### src/rtl/chase_pkg.sv
// Shared types and helpers for the chicken-chase turn/position tracker.
package chase_pkg;

    typedef enum logic [2:0] {
        IDLE,
        READY,
        UPDATE,
        CHECK,
        WON
    } state_t;

    function automatic int turn_w(input int players);
        return (players <= 2) ? 1 : $clog2(players);
    endfunction

    function automatic int init_pos(input int i, input int players, input int len);
        return i * (len / players);
    endfunction

    // A single conditional subtract is enough because step is clamped below len.
    function automatic int wrap_add(input int pos, input int step, input int len);
        int sum;
        sum = pos + step;
        return (sum >= len) ? sum - len : sum;
    endfunction

endpackage

### src/rtl/chase_tracker_if.sv
// Move handshake between the tile-match front end and the tracker.
interface chase_tracker_if #(
    parameter int STEP_W = 5
);
    logic              move_vld;
    logic              move_hit;
    logic [STEP_W-1:0] move_step;
    logic              move_rdy;

    modport master (output move_vld, output move_hit, output move_step, input move_rdy);
    modport slave  (input move_vld, input move_hit, input move_step, output move_rdy);
endinterface

### src/rtl/chase_tracker_pos_match.sv
// Flags when the mover shares a square with any other player.
module pos_match #(
    parameter int NUM_PLAYERS = 4,
    parameter int POS_W       = 5,
    parameter int TURN_W      = 2
) (
    input  logic [NUM_PLAYERS-1:0][POS_W-1:0] pos,
    input  logic [TURN_W-1:0]                 mover,
    output logic                              hit
);
    logic [POS_W-1:0] mover_pos;

    always_comb begin
        hit       = 1'b0;
        mover_pos = pos[mover];
        for (int j = 0; j < NUM_PLAYERS; j++) begin
            if ((TURN_W'(j) != mover) && (pos[j] == mover_pos)) begin
                hit = 1'b1;
            end
        end
    end
endmodule

### src/rtl/chase_tracker.sv
// Turn and position tracker: FSM, per-player position registers and turn counter.
module chase_tracker
    import chase_pkg::*;
#(
    parameter int  NUM_PLAYERS = 4,
    parameter int  BOARD_LEN   = 24,
    parameter int  POS_W       = 5,
    parameter int  STEP_W      = 5,
    localparam int TURN_W      = turn_w(NUM_PLAYERS)
) (
    input  logic              clk,
    input  logic              rst,
    input  logic              start,
    chase_tracker_if.slave    mv,
    output logic [TURN_W-1:0] turn,
    output logic [POS_W-1:0]  pos_out,
    output logic              pos_vld,
    output logic              win,
    output logic [TURN_W-1:0] winner,
    output logic              busy
);
    localparam int MAX_STEP = BOARD_LEN - 1;

    state_t                           state, state_nxt;
    logic [NUM_PLAYERS-1:0][POS_W-1:0] pos;
    logic [POS_W-1:0]                 step_eff;
    logic [POS_W-1:0]                 step_clamp;
    logic [POS_W-1:0]                 new_pos;
    logic                             win_r;
    logic [TURN_W-1:0]                winner_r;
    logic                             accept;
    logic                             is_hit;
    logic                             match;
    logic                             win_now;

    assign step_clamp = (int'(mv.move_step) > MAX_STEP) ? POS_W'(MAX_STEP) : POS_W'(mv.move_step);
    assign accept     = (state == READY) && mv.move_vld && !start;
    assign is_hit     = mv.move_hit && (step_clamp != '0);
    assign new_pos    = POS_W'(wrap_add(int'(pos[turn]), int'(step_eff), BOARD_LEN));

    pos_match #(
        .NUM_PLAYERS (NUM_PLAYERS),
        .POS_W       (POS_W),
        .TURN_W      (TURN_W)
    ) u_match (
        .pos   (pos),
        .mover (turn),
        .hit   (match)
    );

    // A start in CHECK aborts the move, so it also masks the result pulses.
    assign win_now     = (state == CHECK) && match && !start;
    assign pos_vld     = (state == CHECK) && !match && !start;
    assign win         = win_r | win_now;
    assign winner      = win_now ? turn : winner_r;
    assign busy        = (state == UPDATE) || (state == CHECK);
    assign mv.move_rdy = (state == READY);

    always_ff @(posedge clk or negedge rst) begin
        if (!rst) begin
            state <= IDLE;
        end else begin
            state <= state_nxt;
        end
    end

    always_comb begin
        state_nxt = state;
        if (start) begin
            state_nxt = READY;
        end else begin
            case (state)
                READY:   if (accept && is_hit) state_nxt = UPDATE;
                UPDATE:  state_nxt = CHECK;
                CHECK:   state_nxt = match ? WON : READY;
                default: state_nxt = state;
            endcase
        end
    end

    always_ff @(posedge clk or negedge rst) begin
        if (!rst) begin
            pos      <= '0;
            turn     <= '0;
            pos_out  <= '0;
            step_eff <= '0;
            win_r    <= 1'b0;
            winner_r <= '0;
        end else if (start) begin
            for (int i = 0; i < NUM_PLAYERS; i++) begin
                pos[i] <= POS_W'(init_pos(i, NUM_PLAYERS, BOARD_LEN));
            end
            turn     <= '0;
            pos_out  <= '0;
            win_r    <= 1'b0;
            winner_r <= '0;
        end else begin
            case (state)
                READY: begin
                    if (accept) begin
                        if (is_hit) begin
                            step_eff <= step_clamp;
                        end else begin
                            turn <= (int'(turn) == NUM_PLAYERS - 1) ? '0 : turn + TURN_W'(1);
                        end
                    end
                end
                UPDATE: begin
                    pos[turn] <= new_pos;
                    pos_out   <= new_pos;
                end
                CHECK: begin
                    if (match) begin
                        win_r    <= 1'b1;
                        winner_r <= turn;
                    end
                end
                default: ;
            endcase
        end
    end
endmodule

### src/flat_wrapper.sv
// flat-port wrapper written by rule: the top's interface ports become plain ports
module chase_tracker_flat import chase_pkg::*;
#(
    parameter int  NUM_PLAYERS = 4,
    parameter int  BOARD_LEN   = 24,
    parameter int  POS_W       = 5,
    parameter int  STEP_W      = 5,
    localparam int TURN_W      = turn_w(NUM_PLAYERS)
)
  (clk, rst, start, turn, pos_out, pos_vld, win, winner, busy, mv_move_vld, mv_move_hit, mv_move_step, mv_move_rdy);
  chase_tracker_if #(.STEP_W(STEP_W)) mv_i ();
  input  logic clk;
  input  logic rst;
  input  logic start;
  output logic [TURN_W-1:0] turn;
  output logic [POS_W-1:0] pos_out;
  output logic pos_vld;
  output logic win;
  output logic [TURN_W-1:0] winner;
  output logic busy;
  input wire logic [$bits(mv_i.move_vld)-1:0] mv_move_vld;
  input wire logic [$bits(mv_i.move_hit)-1:0] mv_move_hit;
  input wire logic [$bits(mv_i.move_step)-1:0] mv_move_step;
  output wire logic [$bits(mv_i.move_rdy)-1:0] mv_move_rdy;
  assign mv_i.move_vld = mv_move_vld;
  assign mv_i.move_hit = mv_move_hit;
  assign mv_i.move_step = mv_move_step;
  assign mv_move_rdy = mv_i.move_rdy;
  chase_tracker #(.NUM_PLAYERS(NUM_PLAYERS), .BOARD_LEN(BOARD_LEN), .POS_W(POS_W), .STEP_W(STEP_W)) u_core (.clk(clk), .rst(rst), .start(start), .mv(mv_i), .turn(turn), .pos_out(pos_out), .pos_vld(pos_vld), .win(win), .winner(winner), .busy(busy));
endmodule
### config.mk
export PLATFORM = sky130hd
export DESIGN_NAME = chase_tracker_flat
export DESIGN_NICKNAME = d
export VERILOG_FILES = /design/src/rtl/chase_pkg.sv /design/src/rtl/chase_tracker_if.sv /design/src/rtl/chase_tracker_pos_match.sv /design/src/rtl/chase_tracker.sv /design/src/flat_wrapper.sv
export SDC_FILE = /design/constraint.sdc
export NUM_CORES = 1
export LEC_CHECK = 0
export CAP_MARGIN = 20
export CORE_MARGIN = 2
export CORE_UTILIZATION = 35
export DETAILED_ROUTE_END_ITERATION = 8
export GPL_TIMING_DRIVEN = 1
export SLEW_MARGIN = 30
export SYNTH_ARGS = -nofsm -noshare
export SYNTH_HDL_FRONTEND = slang
export SYNTH_SLANG_ARGS = --single-unit
### constraint.sdc
create_clock -name clk -period 4.2 [get_ports clk]
set_clock_uncertainty 0.2 [all_clocks]
set_input_delay 0.63 -clock clk [delete_from_list [all_inputs] [get_ports clk]]
set_output_delay 0.63 -clock clk [all_outputs]
set_load 0.02 [all_outputs]
**Word-level counts from Yosys, hierarchy flattened**

Index checks and enable logic that the tools add are counted.

- Add/sub/neg operators: 3
- Magnitude comparators: 4
- Equality and inequality tests: 13
- Muxes and demuxes: 31
- Bitwise gates (word level): 2
- Reduce and logical (&&, ||, !) cells: 28

Operators by type and width:

| operator | count |
|---|---|
| $mux W20 | 2 |
| $mux W5 | 6 |
| $bwmux W20 | 1 |
| $eq A5 B5 Y1 | 4 |
| $mux W2 | 9 |
| $logic_and A1 B1 Y1 | 13 |
| $reduce_bool A2 Y1 | 6 |
| $bmux W5 S2 | 1 |
| $demux W5 S2 | 1 |
| $mux W3 | 3 |
| $pmux W3 S3 | 1 |
| $mux W1 | 7 |
| $add A5 B5 Y6 | 1 |
| $eq A3 B2 Y1 const B | 2 |
| $ge A6 B5 Y1 const B | 1 |
| $gt A5 B5 Y1 const B | 1 |
| $reduce_bool A5 Y1 | 1 |
| $sub A5 B4 Y5 const B | 1 |
| $ne A2 B2 Y1 const A | 2 |
| $reduce_and A2 Y1 | 2 |
| $reduce_and A4 Y1 | 1 |
| $reduce_bool A4 Y1 | 1 |
| $eq A3 B1 Y1 const B | 1 |
| $lt A2 B3 Y1 const B | 1 |
| 11 further kinds | 12 |

- Register bits: 38
- Bits of input ports: 10
- Output and inout port bits: 13

**Depth between registers and ports, before layout**

Gate-level depths: netlist of the first run.

- Depth after elaboration: 11
- Mapped depth: 13
- Mapped depth without buffers: 12

**Cells and area by module**

A second synthesis of the first run with hierarchy kept.

- Cell total of the unflattened synthesis: 296
- Area total of the unflattened synthesis: 2,728.9 um^2

By module, submodules not included:

| module | instances | cells an instance | area each (um^2) | seq. area each (um^2) |
|---|---|---|---|---|
| chase_tracker | 1 | 209 | 2,078.2 | 950.9 |
| pos_match | 1 | 87 | 650.6 | 0.0 |

**Worst setup path before layout of the first run**

No wires, ideal clock.

- Path kind: reg2reg
- From: register u_core.turn[0]
- To: register u_core.pos[13] (netlist bit)
- Arrival: 3,263 ps
- Data required time: 3,876 ps
- Slack: 613 ps
- Stages on the path, launching flop included: 12
- Clock period less this slack: 3,587 ps
- Path through: dfrtp_1 > buf_2 > buf_2 > mux4_2 > fa_1 > a21o_1 > a21oi_1 > xnor2_1 > a2111oi_0 > a211oi_1 > nor2_1 > a211o_1

- Longest elaborated chain between the ends: 8
- Elaborated cells on any way between the ends: 14
- Classes of those cells: add/sub (2); order compare (3); mux (8); reduce/logical (1)

Ends and longest elaborated chain:

| item | line | text |
|---|---|---|
| start: declaration | chase_tracker.sv:15 | `output logic [TURN_W-1:0] turn,` |
| start signal: assignment | chase_tracker.sv:104 | `turn <= (int'(turn) == NUM_PLAYERS - 1) ? '0 : turn + TURN_W'(1);` |
| $bmux W5 S2 | chase_tracker.sv:39 | `assign new_pos = POS_W'(wrap_add(int'(pos[turn]), int'(step_eff), BOARD_LEN));` |
| $mux W5 (implied by the code) | chase_tracker.sv:39 |  |
| $add A5 B5 Y6 | chase_pkg.sv:23 | `sum = pos + step;` |
| $sub A5 B4 Y5 or $ge A6 B5 Y1 (tied branches) | chase_pkg.sv:24 | `return (sum >= len) ? sum - len : sum;` |
| $mux W5 | chase_pkg.sv:24 |  |
| $bwmux W20 (*) | chase_tracker.sv:109 | `pos[turn] <= new_pos;` |
| $mux W20 (*) | chase_tracker.sv:98 | `case (state)` |
| $mux W20 (*) | chase_tracker.sv:89 | `end else if (start) begin` |
| end signal: indexed assignment | chase_tracker.sv:91 | `pos[i] <= POS_W'(init_pos(i, NUM_PLAYERS, BOARD_LEN));` |
| end signal: indexed assignment | chase_tracker.sv:109 |  |
| end: declaration | chase_tracker.sv:25 | `logic [NUM_PLAYERS-1:0][POS_W-1:0] pos;` |

Mark *: on every way between the ends. The rest lies on a longest branch, timed or not. The select of a mux whose other input is x is not followed.
A chain may end at the register's enable or synchronous reset.

**Final worst setup path of the first run**

- From: register u_core.turn[1]
- To: output winner[1]

- Longest elaborated chain between the ends: 11
- Elaborated cells on any way between the ends: 21
- Classes of those cells: eq/ne (7); mux (7); reduce/logical (7)

Ends and longest elaborated chain:

| item | line | text |
|---|---|---|
| $bmux W5 S2 | chase_tracker_pos_match.sv:15 | `mover_pos = pos[mover];` |
| $mux W5 (implied by the code) | chase_tracker_pos_match.sv:15 |  |
| $eq A5 B5 Y1 | chase_tracker_pos_match.sv:17 | `if ((TURN_W'(j) != mover) && (pos[j] == mover_pos)) begin` |
| $logic_and A1 B1 Y1 | chase_tracker_pos_match.sv:17 |  |
| $mux W1 (4 in series) | chase_tracker_pos_match.sv:17 |  |
| $logic_and A1 B1 Y1 (2 in series) | chase_tracker.sv:52 | `assign win_now = (state == CHECK) && match && !start;` |
| $mux W2 (*) | chase_tracker.sv:55 | `assign winner = win_now ? turn : winner_r;` |
| end: declaration | flat_wrapper.sv:19 | `output logic [TURN_W-1:0] winner;` |

Marks and branches as above.

==> results_dict.tcl, run 1 <==
set metrics [dict create \
    ff2ff_setup_slack_ns 0.63 \
    ant_nets 0 \
    setup_ws_ns 0.221 \
    syn_area_per_cell_um2 9.15 \
    rsz0062_at_grt "false" \
    layout.nets 329 \
    place.gp.congestion 0.905 \
    synth_edf_count 0 \
    grt_start_max_net_pins 39 \
    wirelength_mm 6.68 \
    power.density_nw_per_um2 380 \
    drc_errors 0 \
    worstSetupStartpointType "flip-flop" \
    worst_pin_slew_ns 0.567 \
    initial_core_util 0.360 \
    row_count 32 \
    dpl.hpwl_mm 5.02 \
    dieArea_um2 8680 \
    vias 2184 \
    vdd_drop_max_v 0.000255 \
    cts_max_level 2 \
    cts.clk_slew.worst_paths_ns 0.07 \
    end_kind "output pin" \
    period_share 0.947 \
    hold_buffers 0 \
    core-area_um2 7730 \
    drt-vias-per-instance 5.30 \
    grt_pass1_vias 2161 \
    numCtsBuffers 5 \
    grtUsageMet2 0.261 \
    crit_fanout 13 \
    port_buffers 22 \
    grt_pass1_wl_mm 11.0 \
    clk_path_buf_depth 2 \
    synth_area_um2 2780 \
    firstDrtPassIters 4 \
    wire_per_inst_um 16.2 \
    clock.fmax_ghz 0.251 \
    fin_util 0.413 \
    status "completed" \
    cts_tree "yes" \
    die_width_um 93.1 \
    final_cell_mix "dfrtp_1 (37), nor2_1 (27), a21oi_1 (22), clkdlybuf4s50_1 (21), nand2_1 (20)" \
    track_usage 0.162 \
    clkSinkCount 38 \
    ioPinCount 23 \
    cap_violations 0 \
    setup_tns_ns 0 \
    die_height_um 93.1 \
    finalSetupViolations 0 \
    max_slew_margin 0.620 \
    grt_use_met1 0.219 \
    hold_viol_final 0 \
    synth_nets 324 \
    ys.flop_type "dfrtp_1" \
    final_common_cell "dfrtp_1" \
    period_minus_slack_ns 3.98 \
    diodes 0 \
    min_path_type "input pin to async pin" \
    power.leakage_uw 0.00126 \
    grt.met3_usage 0.0266 \
    synth.ff_latch_count 38 \
    drt_iter0_drc 103 \
    syn_to_final_growth_pct 14.6 \
    ys_warn_count 0 \
    overflow 0 \
    yosysSeqAreaShare 0.342 \
    grt_busiest_layer "met2" \
    async_flop_share 1.00 \
    drive_gt1_frac 0.103 \
    critPathRequiredTime_ns 3.37 \
    syn_inst 304 \
    place_ws_ns 0.360 \
    critPathKind "flip-flop to output pin" \
    insertion_delay_ns 0.29 \
    root_buffer "clkbuf_8" \
    antenna_found_initial 0 \
    cp.arrival_ns 3.15 \
    maxSlewViolCount 0 \
    post_synth_num_cell_types 54 \
]
state kept, by name, summed over array words and instances (netlist names):
register	flops
u_core.pos	20
u_core.pos_out	5
u_core.state	3
u_core.step_eff	5
u_core.turn	2
u_core.win_r	1
u_core.winner_r	2
kinds of logic (layout without fill, tap and decap cells):
logic type                 count (synthesis)  after routing  synth area share
adders and majority gates                 10             10            0.0477
and+or+nand+nor                           87             87             0.152
xor gates and xnor gates                  32             32             0.101
muxes                                     26             26             0.117
DFF                                       38             38             0.342
AOI/OAI and AO/OA                         73             73             0.182
buffers and inverters                     38             44            0.0580
where the power goes:
| group | leakage, µW | switching [µW] | internal [µW] |
|---|---|---|---|
| Sequential | 0.000484 | 32.8 | 399 |
| Clock | 0.0000714 | 130 | 253 |
| Combinational | 0.000701 | 230 | 167 |
layout make-up:
| class | count | area [µm²] |
|---|---|---|
| inverter | 7 | 26.3 |
| timing repair buffer | 29 | 270 |
| tap | 102 | 128 |
| fill | 767 | 4540 |
| clock buffer | 6 | 82.6 |
| sequential | 38 | 952 |
| multi-input combinational | 228 | 1670 |
| clock inverter | 2 | 60.1 |
metrics by stage:
stage	hold slack (ns)	cell area, µm²	instances	power [µW]
6_report	0.0928	3190	412	1210
5_1_grt	0.129	3190	412	1280
4_1_cts	0.268	3180	412	1220
3_5_place_dp	0.286	3040	404	836
3_3_place_gp	0.277	3040	404	828
2_1_floorplan	0.134	2780	304	709
final timing paths:
kind                                         start                 end  cells after the start
worst min register to register  u_core.step_eff[2]  u_core.step_eff[2]                      2
worst max register to register      u_core.turn[0]   u_core.pos_out[3]                     10
min in group clk                u_core.step_eff[2]  u_core.step_eff[2]                      2
max in group asynchronous                      rst      u_core.turn[1]                      1
worst min-delay path                           rst   u_core.pos_out[0]                      1
worst max-delay path                u_core.turn[1]           winner[1]                      9
Yosys cell counts (2+ instances only):
library cell  instances  area share
a311oi_1              2      0.0063
nand2_1              20       0.027
clkbuf_1             20       0.027
o31ai_1               2      0.0054
a211o_1               5       0.016
mux2_4                2       0.011
nand3b_1              2      0.0054
o21ai_0              12       0.022
xnor2_1              18       0.057
nor3_1                4      0.0072
o2bb2ai_1             2      0.0063
dfrtp_1              38        0.34
nor4_1                2      0.0045
nand2b_1              5       0.011
nor2b_1              12       0.027
mux2_2                2      0.0081
nor2_1               27       0.036
mux4_2                4       0.032
a211oi_1             11       0.030
and2_1                4      0.0090
mux2i_1              17       0.061
xor2_1               14       0.044
ha_1                  9       0.040
a21o_1                2      0.0054
buf_2                 7       0.013
inv_1                 6      0.0081
clkbuf_2              2      0.0036
a21oi_1              22       0.040
nand3_1               6       0.011
per-layer routing:
layer,share of wire,routed length [µm]
met5,0,0
met3,0.027,183
met1,0.47,3160
met4,0.024,160
met2,0.48,3180
critical path, cell delays in order, from the launching register on:
cell and delay, ns:
dfrtp_2 0.53, buf_4 0.24, ha_1 0.24, a211oi_2 0.18, nand4_1 0.13, o31a_1 0.33
o22ai_2 0.22, o21ai_2 0.15, mux2_4 0.31, clkdlybuf4s50_1 0.53
timing repair:
action	4_1_cts	5_1_grt
endpoints found under the setup margin	0	3
resized for setup	0	1
buffers inserted	0	0
(Power assumes the default switching activity.)
==> run 2, diff against run 1 <==
--- a/config.mk
+++ b/config.mk
@@ -12,2 +12,3 @@
 export GPL_TIMING_DRIVEN = 1
+export SETUP_SLACK_MARGIN = 0.02
 export SLEW_MARGIN = 30
--- a/constraint.sdc
+++ b/constraint.sdc
@@ -4,2 +4,2 @@
 set_output_delay 0.63 -clock clk [all_outputs]
-set_load 0.02 [all_outputs]
+set_load 0.005 [all_outputs]
==> results_dict.tcl, run 2 (synthesized netlist as in run 1, its figures left out) <==
set metrics [dict create \
    root_buffer "clkbuf_8" \
    power.density_nw_per_um2 345 \
    regMostFlops "u_core.pos" \
    slowest_stage "dfrtp_2" \
    crit_fanout 15 \
    cp.arrival_ns 3.08 \
    grt_pass1_wl_mm 10.7 \
    power.leakage_uw 0.00123 \
    status "completed" \
    place_ws_ns 0.483 \
    worst_pin_slew_ns 0.520 \
    max_slew_margin 0.650 \
    critPathKind "flip-flop to output pin" \
    timing.hold.ws_ns 0.0941 \
    wire_per_inst_um 15.6 \
    vias 2178 \
    syn_to_final_growth_pct 12.6 \
    track_usage 0.159 \
    layout.nets 328 \
    numCtsBuffers 5 \
    drt_iter0_drc 168 \
    diodes 0 \
    period_share 0.931 \
    dpl.hpwl_mm 4.77 \
    largest_reg_flops 20 \
    row_count 32 \
    n_fill_cell 762 \
    place.gp.congestion 0.974 \
    rsz0062_at_grt "false" \
    biggestRegsByFlops "u_core.pos x20, u_core.pos_out x5, u_core.step_eff x5" \
    grt_pass1_vias 2046 \
    clkSinkCount 38 \
    antenna_found_initial 0 \
    ioPinCount 23 \
    multiInputGateArea_um2 1670 \
    core-area_um2 7730 \
    post_cts_buffers 0 \
    cap_violations 0 \
    min_path_type "input pin to async pin" \
    cts.clk_slew.worst_paths_ns 0.08 \
    period_minus_slack_ns 3.91 \
    final_cell_mix "dfrtp_1 (37), nor2_1 (27), a21oi_1 (22), clkdlybuf4s50_1 (21), nand2_1 (20)" \
    ant_nets 0 \
    hold_viol_final 0 \
    end_kind "output pin" \
    vdd_drop_max_v 0.000262 \
    final_common_cell "dfrtp_1" \
    hold_buffers 0 \
    maxSlewViolCount 0 \
    worstSetupStartpointType "flip-flop" \
    grt_start_max_net_pins 39 \
    drive_gt1_frac 0.100 \
    drt-vias-per-instance 5.30 \
    crit_chain "buf_4, mux2i_1, xnor2_1, a2111oi_2, a31oi_1, o22ai_2, o21ai_2, mux2_4, clkdlybuf4s50_1" \
    setup_ws_ns 0.291 \
    drc_errors 0 \
    r2r-start "u_core.turn[0]" \
    initial_core_util 0.360 \
    clk_path_buf_depth 2 \
    firstDrtPassIters 4 \
    setup_tns_ns 0 \
    clock.fmax_ghz 0.256 \
    slowest_delay_ns 0.53 \
    critPathRequiredTime_ns 3.37 \
    wirelength_mm 6.43 \
    dieArea_um2 8680 \
    reg2reg_depth 10 \
    ff2ff_setup_slack_ns 0.64 \
    cts_tree "yes" \
    die_height_um 93.1 \
    overflow 0 \
    insertion_delay_ns 0.30 \
    port_buffers 22 \
    cts_max_level 2 \
    r2r-end "u_core.pos[19]" \
    die_width_um 93.1 \
    finalSetupViolations 0 \
    regArea_um2 952 \
]
run 2: changes by cell type in the layout (fill, tap and decap cells not counted):
cell and change:
bufinv_16 -2, buf_4 -1, clkinv_2 +1, clkinvlp_4 +1
run 2: layer usage:
layer | vias up | share of wire | global-route usage | wire, µm
met2 | 50 | 0.47 | 0.251 | 3000
li1 | 1077 | - | - | -
met4 | 0 | 0.020 | 0.0539 | 127
met3 | 10 | 0.051 | 0.0338 | 331
met1 | 1041 | 0.46 | 0.216 | 2970
met5 | - | 0 | 0 | 0
run 2: repair_timing:
| action | CTS | global route |
|---|---|---|
| hold endpoints to repair | 0 | 0 |
| gates resized for setup | 0 | 1 |
| endpoints found under the setup margin | 0 | 2 |
run 2: final cells by class:
type                            instances  share of cell area
Clock buffer                            6              0.0264
Clock inverter                          2             0.00399
Inverter                                7             0.00839
Multi-Input combinational cell        228               0.533
Sequential cell                        38               0.304
Tap cell                              102              0.0407
Timing Repair Buffer                   28              0.0839
run 2: worst max-delay path, delay by kind of cell (launching register included):
kind / cells / cell delay (ns)
flops: 1 / 0.53
buf+inv: 2 / 0.70
compound gates: 4 / 0.72
mux: 2 / 0.64
xor+xnor: 1 / 0.18
run 2: worst max path at each step:
stage                         from        endpoint  slack, ns  cells past startpoint
floorplan           u_core.turn[0]  u_core.pos[13]       0.74                     11
global placement    u_core.turn[1]       winner[1]       0.57                      9
detailed placement  u_core.turn[1]       winner[0]       0.48                      9
CTS                 u_core.turn[1]       winner[0]       0.15                      9
global route        u_core.turn[1]       winner[1]       0.05                      9
finish              u_core.turn[1]       winner[0]       0.29                      9
run 2: per-stage QoR:
| stage | instances | total power, µW | util | area (µm²) |
|---|---|---|---|---|
| 6_report | 411 | 1080 | 0.405 | 3130 |
| 5_1_grt | 411 | 1150 | 0.405 | 3130 |
| 4_1_cts | 411 | 1090 | 0.405 | 3130 |
| 3_5_place_dp | 403 | 817 | 0.393 | 3030 |
| 3_3_place_gp | 403 | 813 | 0.393 | 3030 |
| 2_1_floorplan | 304 | 694 | - | 2780 |
run 2: power by group:
group | internal (µW) | switching, µW
registers | 399 | 32.3
logic | 166 | 213
clock network | 132 | 139
